<file path="config.mk">
export PLATFORM = sky130hd
export DESIGN_NAME = uart_tx_stim
export DESIGN_NICKNAME = d
export VERILOG_FILES = /design/src/rtl/uart_pkg.sv /design/src/rtl/uart_tx_stim_sync_fifo.sv /design/src/rtl/uart_tx_stim.sv
export SDC_FILE = /design/constraint.sdc
export NUM_CORES = 1
export LEC_CHECK = 0
export BUFFER_PORTS_ARGS = -buffer_cell sky130_fd_sc_hd__buf_4
export CAP_MARGIN = 15
export CORE_MARGIN = 8
export CORE_UTILIZATION = 45
export DETAILED_ROUTE_END_ITERATION = 10
export GPL_ROUTABILITY_DRIVEN = 0
export PLACE_DENSITY_LB_ADDON = 0.12
export SYNTH_ARGS = -nofsm -noshare
export SYNTH_HDL_FRONTEND = slang
export SYNTH_SLANG_ARGS = --single-unit
</file>
<file path="constraint.sdc">
create_clock -name clk -period 5.97 [get_ports clk]
set_input_delay 1.4925 -clock clk [delete_from_list [all_inputs] [get_ports clk]]
set_output_delay 1.4925 -clock clk [all_outputs]
set_load 0.02 [all_outputs]
</file>
<file path="src/rtl/uart_pkg.sv">
// Shared UART definitions: transmitter state encoding, parity modes and a
// baud-divisor helper used to size CLKS_PER_BIT from clock and baud rates.
package uart_pkg;

    typedef enum logic [2:0] {
        IDLE,
        START,
        DATA,
        PAR,
        STOP,
        GAP
    } tx_state_e;

    localparam int PAR_NONE = 0;
    localparam int PAR_EVEN = 1;
    localparam int PAR_ODD  = 2;

    // Rounds to the nearest whole clock count per bit.
    function automatic longint unsigned clks_per_bit(input longint unsigned clk_hz,
                                                     input longint unsigned baud);
        return (clk_hz + baud / 64'd2) / baud;
    endfunction

endpackage

</file>
<file path="src/rtl/uart_tx_stim_sync_fifo.sv">
// Synchronous circular FIFO with an extra pointer bit for full/empty.
// Read data is the head entry, valid whenever empty is low.
module sync_fifo #(
    parameter int WIDTH = 8,
    parameter int DEPTH = 4,
    localparam int AW = $clog2(DEPTH)
) (
    input  logic             clk,
    input  logic             rst_n,
    input  logic             push,
    input  logic [WIDTH-1:0] wr_data,
    input  logic             pop,
    output logic [WIDTH-1:0] rd_data,
    output logic             full,
    output logic             empty,
    output logic [AW:0]      level
);

    logic [WIDTH-1:0] mem [DEPTH];
    logic [AW:0]      wr_ptr;
    logic [AW:0]      rd_ptr;

    assign empty   = (wr_ptr == rd_ptr);
    assign full    = (wr_ptr[AW] != rd_ptr[AW]) && (wr_ptr[AW-1:0] == rd_ptr[AW-1:0]);
    assign level   = wr_ptr - rd_ptr;
    assign rd_data = mem[rd_ptr[AW-1:0]];

    // A push while full is refused even if a pop happens in the same cycle.
    always_ff @(posedge clk or negedge rst_n) begin
        if (!rst_n) begin
            wr_ptr <= '0;
            rd_ptr <= '0;
        end else begin
            if (push && !full)
                wr_ptr <= wr_ptr + 1'b1;
            if (pop && !empty)
                rd_ptr <= rd_ptr + 1'b1;
        end
    end

    always_ff @(posedge clk) begin
        if (push && !full)
            mem[wr_ptr[AW-1:0]] <= wr_data;
    end

endmodule

</file>
<file path="src/rtl/uart_tx_stim.sv">
// UART transmit driver: byte FIFO feeding a framing FSM with configurable
// parity, stop bits, start-bit extension and inter-frame idle gap.
module uart_tx_stim
    import uart_pkg::*;
#(
    parameter int CLKS_PER_BIT = 217,
    parameter int DATA_BITS    = 8,
    parameter int PARITY       = 0,
    parameter int STOP_BITS    = 1,
    parameter int START_EXTRA  = 0,
    parameter int GAP_CLKS     = 0,
    parameter int DEPTH        = 4
) (
    input  logic                     clk,
    input  logic                     rst_n,
    input  logic [DATA_BITS-1:0]     in_data,
    input  logic                     in_valid,
    output logic                     in_ready,
    output logic                     txd,
    output logic                     busy,
    output logic [$clog2(DEPTH):0]   level,
    output logic                     frame_done
);

    localparam int START_LEN = CLKS_PER_BIT + START_EXTRA;
    localparam int MAX_LEN   = (START_LEN > GAP_CLKS) ? START_LEN : GAP_CLKS;
    localparam int CNT_W     = (MAX_LEN > 65535) ? 17 : 16;
    localparam int BC_W      = $clog2(DATA_BITS + 1);

    localparam logic [CNT_W-1:0] START_M1 = CNT_W'(START_LEN - 1);
    localparam logic [CNT_W-1:0] CPB_M1   = CNT_W'(CLKS_PER_BIT - 1);
    localparam logic [CNT_W-1:0] GAP_M1   = CNT_W'((GAP_CLKS > 0) ? GAP_CLKS - 1 : 0);
    localparam logic [BC_W-1:0]  LAST_BIT = BC_W'(DATA_BITS - 1);

`ifndef SYNTHESIS
    initial begin
        if (PARITY < 0 || PARITY > 2)
            $error("uart_tx_stim: PARITY must be 0, 1 or 2");
        if (STOP_BITS < 1 || STOP_BITS > 2)
            $error("uart_tx_stim: STOP_BITS must be 1 or 2");
        if (DEPTH < 2 || (DEPTH & (DEPTH - 1)) != 0)
            $error("uart_tx_stim: DEPTH must be a power of two >= 2");
    end
`endif

    tx_state_e              state_q, state_d;
    logic [CNT_W-1:0]       cnt_q, cnt_d;
    logic [BC_W-1:0]        bit_q, bit_d;
    logic                   stop_q, stop_d;
    logic [DATA_BITS-1:0]   sh_q, sh_d;
    logic                   par_q, par_d;
    logic                   txd_q, txd_d;

    logic [DATA_BITS-1:0]   fifo_rd;
    logic                   fifo_full;
    logic                   fifo_empty;
    logic                   pop;
    logic                   period_end;
    logic                   last_stop;
    logic                   frame_end;

    sync_fifo #(
        .WIDTH (DATA_BITS),
        .DEPTH (DEPTH)
    ) u_fifo (
        .clk     (clk),
        .rst_n   (rst_n),
        .push    (in_valid),
        .wr_data (in_data),
        .pop     (pop),
        .rd_data (fifo_rd),
        .full    (fifo_full),
        .empty   (fifo_empty),
        .level   (level)
    );

    // txd is a flop with async set so reset forces the line idle at once.
    always_ff @(posedge clk or negedge rst_n) begin
        if (!rst_n) begin
            state_q <= IDLE;
            cnt_q   <= '0;
            bit_q   <= '0;
            stop_q  <= 1'b0;
            sh_q    <= '0;
            par_q   <= 1'b0;
            txd_q   <= 1'b1;
        end else begin
            state_q <= state_d;
            cnt_q   <= cnt_d;
            bit_q   <= bit_d;
            stop_q  <= stop_d;
            sh_q    <= sh_d;
            par_q   <= par_d;
            txd_q   <= txd_d;
        end
    end

    always_comb begin
        state_d = state_q;
        cnt_d   = cnt_q;
        bit_d   = bit_q;
        stop_d  = stop_q;
        sh_d    = sh_q;
        par_d   = par_q;
        txd_d   = txd_q;
        if (state_q != IDLE && !period_end) begin
            cnt_d = cnt_q - 1'b1;
        end else begin
            case (state_q)
                START: begin
                    state_d = DATA;
                    cnt_d   = CPB_M1;
                    bit_d   = '0;
                    txd_d   = sh_q[0];
                end
                DATA: begin
                    cnt_d = CPB_M1;
                    if (bit_q == LAST_BIT) begin
                        if (PARITY != PAR_NONE) begin
                            state_d = PAR;
                            txd_d   = par_q;
                        end else begin
                            state_d = STOP;
                            stop_d  = 1'b0;
                            txd_d   = 1'b1;
                        end
                    end else begin
                        bit_d = bit_q + 1'b1;
                        sh_d  = sh_q >> 1;
                        txd_d = sh_q[1];
                    end
                end
                PAR: begin
                    state_d = STOP;
                    stop_d  = 1'b0;
                    cnt_d   = CPB_M1;
                    txd_d   = 1'b1;
                end
                STOP: begin
                    if (!last_stop) begin
                        stop_d = 1'b1;
                        cnt_d  = CPB_M1;
                    end else if (GAP_CLKS != 0) begin
                        state_d = GAP;
                        cnt_d   = GAP_M1;
                    end else begin
                        state_d = IDLE;
                    end
                end
                GAP:     state_d = IDLE;
                default: state_d = state_q;
            endcase
        end
        // A pop starts the next frame directly, overriding the idle return.
        if (pop) begin
            state_d = START;
            cnt_d   = START_M1;
            sh_d    = fifo_rd;
            par_d   = (^fifo_rd) ^ (PARITY == PAR_ODD);
            txd_d   = 1'b0;
        end
    end

    always_comb begin
        period_end = (cnt_q == '0);
        last_stop  = (STOP_BITS == 1) || stop_q;
        frame_end  = period_end &&
                     ((state_q == STOP && last_stop && GAP_CLKS == 0) || state_q == GAP);
        pop        = !fifo_empty && (state_q == IDLE || frame_end);
        frame_done = frame_end;
        busy       = (state_q != IDLE) || !fifo_empty;
        in_ready   = !fifo_full;
        txd        = txd_q;
    end

endmodule
</file>
==> flow_summary_export.csv <==
group,metric,value,unit
global_route,grt_overflow,0,
cells_and_area,final_area,3842,um2
synth,synth_flop_cell,"dfrtp_1",
cells_and_area,drive_gt1_share,18.46,%
die,coreArea,7567,um2
clock_tree,cts_tree,"built",
power_and_ir_drop,peakVddDrop,0.1874,mV
route,drt_iter0_markers,75,
setup_path,critical_path_class,"flop to output port",
synth,synth_seq_cells,70,
route,viasPerCell,5.600,
timing,finalWorstPathRequiredPeriod,3.784,ns
synth,syn_nets,298,
clock_tree,cts-htree-levels,3,
timing,skew,0.01256,ns
clock_tree,root_buffer,"clkbuf_8",
timing,setup_slack,2.186,ns
clock_tree,clock_sinks,70,
synth,yosys-top-cells-area,"edfxtp_1, dfrtp_1, mux4_2",
clock_tree,cts_setup_buffers,0,
status,status,"finished, final reports clean",
synth,synth_edf_count,32,
clock_tree,path_clk_slew,0.08,ns
route,routed_wl,6551,um
route,post_drt_wl_per_cell,16.38,um
power_and_ir_drop,leakage,1.450,nW
die,io_pins,18,
timing,setup_tns,0,ns
timing,fmax,264.3,MHz
synth,syn-cell-area,3432,um2
die,num_rows,32,
die,die_height,103.3,um
timing,rsz0062_at_grt,"false",
flow_run,drv_cap,0,
synth,post_synth_num_cell_types,55,
power_and_ir_drop,power_density,298.2,nW/um2
synth,synth_common_cells,"dfrtp_1, edfxtp_1, o21ai_0, nand2_1, ha_1",
synth,ys_seq_area_share,55.74,%
cells_and_area,final_core_util,50.78,%
timing,max_slew_margin,55.63,%
clock_tree,cts_buffers,9,
synth,synth_largest_area_cell,"edfxtp_1",
clock_tree,clock_latency,0.35,ns
die,die-area,10680,um2
synth,async_flop_share,54.29,%
global_route,antenna_found_initial,0,
timing,hold_viol,0,
route,first_pass_iters,4,
global_route,grt_pass1_vias,2342,
setup_path,arrival,2.29,ns
global_route,track_usage,14.08,%
clock_tree,clock_path_buffers,2,
timing,holdWs,0.4919,ns
die,start_util,45.35,%
place,place_area,3657,um2
hold_path,worstHoldPathType,"flop to flop",
setup_path,start_kind,"flop",
setup_path,endpoint_kind,"output port",
clock_tree,cts_hold_buf,0,
timing,setup_violations,0,
place,port-buffer-count,17,
cells_and_area,diodes,0,
route,vias,2240,
timing,post-route-period-util,63.38,%
die,dieWidth,103.3,um
synth,synth_top_area_share,28.00,%
cells_and_area,area_growth,11.96,%
clock_tree,ctsResizeCount,0,
synth,yosysMostFrequentCell,"dfrtp_1",
setup_path,path_max_fanout,10,
route,antenna_left,0,
global_route,grt_max_degree,39,
route,drc,0,
cells_and_area,nets,317,
synth,syn_avg_cell_area,12.53,um2
synth,ys_warn_count,0,
synth,syn_inst,274,
timing,slew_viol_final,0,
setup_path,critical_path_required,4.48,ns
place,pre_cts_ws,2.584,ns
global_route,grt_pass1_wl,11500,um
timing,worst_pin_slew,0.6656,ns
place,hpwlAfterDp,4541,um
cells_and_area,fill_cells,677,
setup_path,r2r_slack,3.58,ns
==> layer usage <==
layer	part of all wire [%]	up-vias	global-route usage (%)	wire [um]
met5	0	-	0	0
met4	2.4	0	7.564	156
met3	2.9	14	2.477	188
met2	47	41	21.94	3072
met1	48	1094	18.33	3134
li1	-	1091	-	-
==> worst max-delay path, cell delays in order, from the launching register on <==
cell     delay (ns)
dfrtp_1        0.42
inv_1          0.07
ha_1           0.20
nor4b_4        0.40
and4_1         0.47
and2_1         0.23
buf_4          0.16
==> cell usage in the layout (no fill, tap or decap), drive strengths merged, types with 5 or more instances in the layout <==
cell type	netlist	routed
nor2	10	10
nand4	6	6
mux2i	7	7
buf	4	19
nor3	12	12
clkbuf	7	9
dfrtp	37	37
nand2	20	20
ha	12	12
or4	5	5
o21ai	30	30
nor4	6	6
and3	5	5
or3	5	5
nand3	8	8
inv	10	15
xnor2	6	6
mux4	8	8
edfxtp	32	32
==> cells by family after synthesis <==
logic type                 Yosys count  share of synthesized area (%)
and+or+nand+nor                     90                          17.06
DFF                                 70                          55.74
AOI/OAI and AO/OA                   56                          10.24
buffers and inverters               21                          2.406
muxes                               15                          7.291
adders and majority gates           13                          4.958
xor gates and xnor gates             9                          2.297
==> sequential cells by signal (all words and copies together) (netlist names) <==
| signal | cells |
|---|---|
| txd | 1 |
| bit_q | 4 |
| u_fifo.mem | 32 |
| sh_q | 8 |
| state_q | 3 |
| cnt_q | 16 |
| u_fifo.wr_ptr | 3 |
| u_fifo.rd_ptr | 3 |
==> through the flow <==
| step | total power (W) | cells |
|---|---|---|
| 2_1_floorplan | 0.0007155 | 274 |
| 5_1_grt | 0.001203 | 400 |
| 6_report | 0.001146 | 400 |
| 4_1_cts | 0.001163 | 400 |
| 3_3_place_gp | 0.0007946 | 384 |
| 3_5_place_dp | 0.0007986 | 384 |
==> power by group <==
group | internal, W | switching [W] | leakage, nW
sequential | 0.000562 | 0.0000170 | 0.772
clock | 0.000159 | 0.000204 | 0.0892
combinational | 0.0000806 | 0.000123 | 0.589
total | 0.000802 | 0.000344 | 1.45
==> layout make-up <==
type / instances / area, um2 / area share, %
sequential: 70 / 1913 / 49.79
clock inverter: 7 / 61.31 / 1.596
clock buffer: 9 / 123.9 / 3.224
inverter: 10 / 37.54 / 0.9769
tap: 102 / 127.6 / 3.321
multi-input combinational: 183 / 1436 / 37.38
timing repair buffer: 19 / 142.6 / 3.712
==> worst paths after layout <==
check,from,endpoint,cells after the start
max in group asynchronous,rst_n,txd,1
min in group asynchronous,rst_n,cnt_q[7],1
worst max register to register,u_fifo.rd_ptr[1],cnt_q[5],6
worst min-delay path,u_fifo.wr_ptr[2],u_fifo.wr_ptr[2],1
worst max-delay path,cnt_q[0],frame_done,6
worst min register to register,u_fifo.wr_ptr[2],u_fifo.wr_ptr[2],1
(Power assumes the default switching activity.)
